--- config.mk ---
export PLATFORM = sky130hd
export DESIGN_NAME = data_mem_arbiter
export DESIGN_NICKNAME = d
export VERILOG_FILES = /design/src/rtl/data_mem_arbiter_pkg.sv /design/src/rtl/data_mem_arbiter_rr.sv /design/src/rtl/data_mem_arbiter.sv
export SDC_FILE = /design/constraint.sdc
export NUM_CORES = 1
export LEC_CHECK = 0
export CAP_MARGIN = 20
export CORE_MARGIN = 2
export CORE_UTILIZATION = 42
export DETAILED_ROUTE_END_ITERATION = 10
export GPL_TIMING_DRIVEN = 1
export HOLD_SLACK_MARGIN = 0.08
export PLACE_DENSITY = 0.83
export SYNTH_ARGS = -nofsm -noshare
export SYNTH_HDL_FRONTEND = slang
export SYNTH_SLANG_ARGS = --single-unit
--- constraint.sdc ---
create_clock -name clk -period 4.15 [get_ports clk]
set_clock_uncertainty 0.15 [all_clocks]
set_input_delay 1.0375 -clock clk [delete_from_list [all_inputs] [get_ports clk]]
set_output_delay 1.0375 -clock clk [all_outputs]
set_load 0.05 [all_outputs]
--- src/rtl/data_mem_arbiter_pkg.sv ---
// Shared types for the DATA_RAM access controller.
package data_mem_arbiter_pkg;

  // Controller phases: wait for a request, present it to the RAM, collect read data.
  typedef enum logic [1:0] {
    IDLE   = 2'd0,
    ACCESS = 2'd1,
    READ   = 2'd2
  } arb_state_t;

endpackage

--- src/rtl/data_mem_arbiter_rr.sv ---
// Combinational round-robin selector: first set request strictly after the
// pointer, wrapping modulo N. Produces both a one-hot grant and its index.
module round_robin_arbiter #(
  parameter int N  = 4,
  parameter int IW = (N > 1) ? $clog2(N) : 1
) (
  input  logic [N-1:0]  req,
  input  logic [IW-1:0] pointer,
  output logic [N-1:0]  grant,
  output logic [IW-1:0] index
);

  logic [IW-1:0] cand;
  logic          found;

  // Scan the N positions after the pointer; the first requester found wins.
  always_comb begin
    // NOTE: every output and temporary gets a default first so no path leaves a latch.
    grant = '0;
    index = '0;
    cand  = '0;
    found = 1'b0;
    for (int i = 1; i <= N; i++) begin
      cand = IW'((int'(pointer) + i) % N);
      if (!found && req[cand]) begin
        grant[cand] = 1'b1;
        index       = cand;
        found       = 1'b1;
      end
    end
  end

endmodule

--- src/rtl/data_mem_arbiter.sv ---
// Round-robin access controller in front of the shared DATA_RAM. One
// transaction at a time: writes take 2 cycles, reads 3 cycles.
module data_mem_arbiter
  import data_mem_arbiter_pkg::*;
#(
  parameter int CORE_COUNT = 4,
  parameter int WIDTH      = 12,
  parameter int DEPTH      = 4096,
  parameter int ADDR_WIDTH = $clog2(DEPTH)
) (
  input  logic                                  clk,
  input  logic                                  rst,
  input  logic [CORE_COUNT-1:0]                 core_req,
  input  logic [CORE_COUNT-1:0]                 core_wrEn,
  input  logic [CORE_COUNT-1:0][ADDR_WIDTH-1:0] core_addr,
  input  logic [CORE_COUNT-1:0][WIDTH-1:0]      core_dataIn,
  output logic [CORE_COUNT-1:0]                 core_gnt,
  output logic [CORE_COUNT-1:0]                 core_ack,
  output logic [WIDTH-1:0]                      core_dataOut,
  output logic                                  ram_wrEn,
  output logic [ADDR_WIDTH-1:0]                 ram_addr,
  output logic [WIDTH-1:0]                      ram_dataIn,
  input  logic [WIDTH-1:0]                      ram_dataOut,
  output logic                                  busy
);

  localparam int IDX_W = (CORE_COUNT > 1) ? $clog2(CORE_COUNT) : 1;
  localparam logic [IDX_W-1:0] PTR_RESET = IDX_W'(CORE_COUNT - 1);

  arb_state_t                state_q, state_d;
  logic [CORE_COUNT-1:0]     gnt_q, gnt_d;
  logic [CORE_COUNT-1:0]     ack_q, ack_d;
  logic [WIDTH-1:0]          dout_q, dout_d;
  logic                      we_q, we_d;
  logic [ADDR_WIDTH-1:0]     addr_q, addr_d;
  logic [WIDTH-1:0]          din_q, din_d;
  logic [IDX_W-1:0]          owner_q, owner_d;
  logic                      is_read_q, is_read_d;
  logic [IDX_W-1:0]          ptr_q, ptr_d;

  logic [CORE_COUNT-1:0]     rr_grant;
  logic [IDX_W-1:0]          rr_index;

  round_robin_arbiter #(
    .N  (CORE_COUNT),
    .IW (IDX_W)
  ) u_rr (
    .req     (core_req),
    .pointer (ptr_q),
    .grant   (rr_grant),
    .index   (rr_index)
  );

  // Next-state and next-output decode; gnt, ack and wrEn default low so they pulse.
  always_comb begin
    state_d   = state_q;
    gnt_d     = '0;
    ack_d     = '0;
    dout_d    = dout_q;
    we_d      = 1'b0;
    addr_d    = addr_q;
    din_d     = din_q;
    owner_d   = owner_q;
    is_read_d = is_read_q;
    ptr_d     = ptr_q;
    case (state_q)
      IDLE: begin
        if (|core_req) begin
          addr_d    = core_addr[rr_index];
          din_d     = core_dataIn[rr_index];
          we_d      = core_wrEn[rr_index];
          gnt_d     = rr_grant;
          owner_d   = rr_index;
          is_read_d = ~core_wrEn[rr_index];
          ptr_d     = rr_index;
          state_d   = ACCESS;
        end
      end
      ACCESS: begin
        // The RAM samples address/wrEn at the end of this cycle; a write is done here.
        if (is_read_q) begin
          state_d = READ;
        end else begin
          ack_d[owner_q] = 1'b1;
          state_d        = IDLE;
        end
      end
      READ: begin
        dout_d         = ram_dataOut;
        ack_d[owner_q] = 1'b1;
        state_d        = IDLE;
      end
      default: state_d = IDLE;
    endcase
  end

  // State and output registers with synchronous reset.
  always_ff @(posedge clk) begin
    // NOTE: non-blocking assignments keep every flop sampling pre-edge values.
    if (rst) begin
      state_q   <= IDLE;
      gnt_q     <= '0;
      ack_q     <= '0;
      dout_q    <= '0;
      we_q      <= 1'b0;
      addr_q    <= '0;
      din_q     <= '0;
      owner_q   <= '0;
      is_read_q <= 1'b0;
      ptr_q     <= PTR_RESET;
    end else begin
      state_q   <= state_d;
      gnt_q     <= gnt_d;
      ack_q     <= ack_d;
      dout_q    <= dout_d;
      we_q      <= we_d;
      addr_q    <= addr_d;
      din_q     <= din_d;
      owner_q   <= owner_d;
      is_read_q <= is_read_d;
      ptr_q     <= ptr_d;
    end
  end

  assign core_gnt     = gnt_q;
  assign core_ack     = ack_q;
  assign core_dataOut = dout_q;
  assign ram_addr     = addr_q;
  assign ram_dataIn   = din_q;
  // The RAM samples wrEn on the same edge that applies reset, so the registered
  // strobe is masked by the (clock-synchronous) reset to abort an in-flight write.
  assign ram_wrEn     = we_q & ~rst;
  assign busy         = (state_q != IDLE);

endmodule

==> impl_metrics.env <==
export IMPL_status="finished clean"
export IMPL_detailedRoute_firstPassIterationCount=4
export IMPL_worst_hold_path_type="flip-flop to flip-flop"
export IMPL_fin_setup_tns_ps=0
export IMPL_cts_made_buffers=5
export IMPL_critical_path_startpoint_type="primary input"
export IMPL_cellLeakagePower_uw=0.002230
export IMPL_post_synthesis_cells=372
export IMPL_cts_max_level=2
export IMPL_synth_edf_count=0
export IMPL_synth_mux_area_share_pct=21.54
export IMPL_number_of_global_route_vias_before_repair=3571
export IMPL_post_layout_total_power_uw=3315
export IMPL_antenna_found_initial=0
export IMPL_groute_usage_overall_pct=23.14
export IMPL_cap_viol_max_count=0
export IMPL_fmaxAchievable_ghz=0.2741
export IMPL_routabilityCongestion=0.8390
export IMPL_synth_avg_cell_area_um2=9.633
export IMPL_critPathMaxFanout=25
export IMPL_slew_headroom_pct=49.81
export IMPL_layout_cells_most_common="clkdlybuf4s50_1"
export IMPL_ctsHoldBuffers=0
export IMPL_grt_setup_unrepaired="false"
export IMPL_async_reset_ff_share_pct=0
export IMPL_rows=33
export IMPL_vias=3565
export IMPL_ys_flop_type="dfxtp_1"
export IMPL_route_final_wire_length_mm=11.04
export IMPL_worst_setup_path_type="primary input to flip-flop"
export IMPL_post_synthesis_net_count=502
export IMPL_dieArea_um2=9287
export IMPL_dp_hpwl_mm=8.135
export IMPL_via_per_inst=5.704
export IMPL_yosys_area_share_simple_pct=11.73
export IMPL_period_needed_ps=3648
export IMPL_cp_arrival_ps=3690
export IMPL_final_hold_violation_count=0
export IMPL_first_pass_grt_wire_length_mm=16.81
export IMPL_worst_endpoint_required_ps=4190
export IMPL_tightestPinTransition_ps=752.8
export IMPL_layout_cells_non_filler=625
export IMPL_power_density_nw_per_um2=608.9
export IMPL_clkLatencyLatePin_ps=300
export IMPL_clock_sinks=52
export IMPL_place_inst=617
export IMPL_cts_resized=0
export IMPL_clockBufferDepth=2
export IMPL_yosys_warnings=0
export IMPL_grt_ovfl_total=0
export IMPL_postCtsSetupBuffers=0
export IMPL_area_growth_synth_to_final_pct=51.92
export IMPL_total_core_area_um2=8258
export IMPL_hold_path_cell_count=2
export IMPL_synth_compound_area_share_pct=27.23
export IMPL_synth_cell_area_um2=3583
export IMPL_worstRegToRegCells=7
export IMPL_synth_adder_area_share_pct=4.190
export IMPL_drv_slew=0
export IMPL_final_hold_worst_slack_ps=326.1
export IMPL_fillers=646
export IMPL_synth_top_family_by_area="compound AO/OA/AOI/OAI gates"
export IMPL_remaining_drc_errors=0
export IMPL_fin_nets=649
export IMPL_cts_tree="yes"
export IMPL_portBuffers=163
export IMPL_synthXorXnorAreaFrac_pct=0
export IMPL_ctsRootBufferMaster="clkbuf_8"
export IMPL_synth_lib_cells_used_distinct=49
export IMPL_die_height_um=96.37
export IMPL_synth_seq_area_share_pct=29.05
export IMPL_final_layout_size_suffix_gt1_share_pct=11.92
export IMPL_mostFrequentLayoutCells="162 x clkdlybuf4s50_1, 67 x mux2i_1, 53 x nor2_1"
export IMPL_die_width_um=96.37
export IMPL_worst_setup_hold_path_clk_slew_ps=100
export IMPL_number_of_design_rule_violations_left_by_the_first_detailed_router_iteration=163
export IMPL_grt_max_degree=64
export IMPL_synth_seq_cells=52
export IMPL_initial_utilization_pct=43.39
export IMPL_setup_viol_count_final=0
export IMPL_wl_per_cell_um=17.67
export IMPL_design_portCount=164
export IMPL_vdd_ir_drop_max_mv=0.4469
export IMPL_detail_route_antenna_nets=0
export IMPL_final_min_period_over_clock_period_pct=87.90
export IMPL_num_antenna_cells=0
export IMPL_cp_end_kind="flip-flop"
## through the flow
stage	utilization, %	instance area (um2)	worst slack, ps
floorplan	-	3583	441.9
global placement	64.39	5318	289.3
detailed placement	64.39	5318	175.6
CTS	65.92	5444	521.8
global route	65.92	5444	388.2
finish	65.92	5444	502.3
## critical path, cell delays in order
cell             delay, ps
clkdlybuf4s50_1        570
mux4_2                 540
or2_1                  270
or4_4                  540
and4_4                 320
a2111oi_1              380
## synth_stat cells (all sizes together), types with 3 or more instances
| cell type | number | area (um2) |
|---|---|---|
| buf | 17 | 111.4 |
| nand2 | 6 | 22.52 |
| ha | 12 | 150.1 |
| a2111oi | 23 | 320.3 |
| o21ai | 3 | 15.01 |
| clkbuf | 22 | 82.58 |
| inv | 8 | 30.03 |
| a21oi | 6 | 30.03 |
| or3 | 3 | 18.77 |
| mux4 | 4 | 90.09 |
| o211a | 23 | 230.2 |
| mux2i | 67 | 670.6 |
| nand2b | 3 | 18.77 |
| nor2 | 56 | 212.7 |
| a221oi | 4 | 35.03 |
| nand3 | 5 | 25.02 |
| a22oi | 4 | 30.03 |
| dfxtp | 52 | 1041 |
| o221ai | 23 | 201.4 |
| or2 | 3 | 18.77 |
## state kept, by name, summed over array words and instances (netlist names)
register	cells
core_ack	4
core_dataOut	12
core_gnt	4
is_read_q	1
owner_q	2
ptr_q	2
ram_addr	12
ram_dataIn	12
state_q	2
we_q	1
## per-layer routing
| metal | track usage [%] | wire length, um | vias up | share of wire [%] |
|---|---|---|---|---|
| li1 | - | - | 1725 | - |
| met3 | 6.905 | 1006 | 12 | 9.1 |
| met5 | 0 | 0 | - | 0 |
| met4 | 5.986 | 159 | 0 | 1.4 |
| met1 | 27.46 | 4486 | 1682 | 41 |
| met2 | 40.74 | 5391 | 146 | 49 |
## layout make-up
class                           count  area (um2)  area share (%)
Clock inverter                      1       30.03          0.5516
Multi-Input combinational cell    273        2330           42.79
Inverter                            8       30.03          0.5516
Timing Repair Buffer              179        1784           32.77
Tap cell                          105       131.4           2.413
Sequential cell                    52        1042           19.15
Clock buffer                        7       96.34           1.770
## final timing paths
path	from	slack [ps]	to
max	core_req[2]	500	ram_addr[11]
min	owner_q[1]	330	core_ack[2]
max reg2reg	ptr_q[0]	830	ram_addr[11]
min reg2reg	owner_q[1]	330	core_ack[2]
## where the power goes
group	total [uW]	switching (uW)	internal, uW
registers	712	81.2	631
logic	2220	1280	938
clock network	380	167	213
total	3310	1530	1780
## kinds of logic (layout without fill, tap and decap cells)
family | after synthesis | after routing
muxes | 72 | 72
and+or+nand+nor | 90 | 90
adders and majority gates | 12 | 12
AOI/OAI and AO/OA | 99 | 99
buffers and inverters | 47 | 195
DFF | 52 | 52
Power figures use the tool's default switching activity.
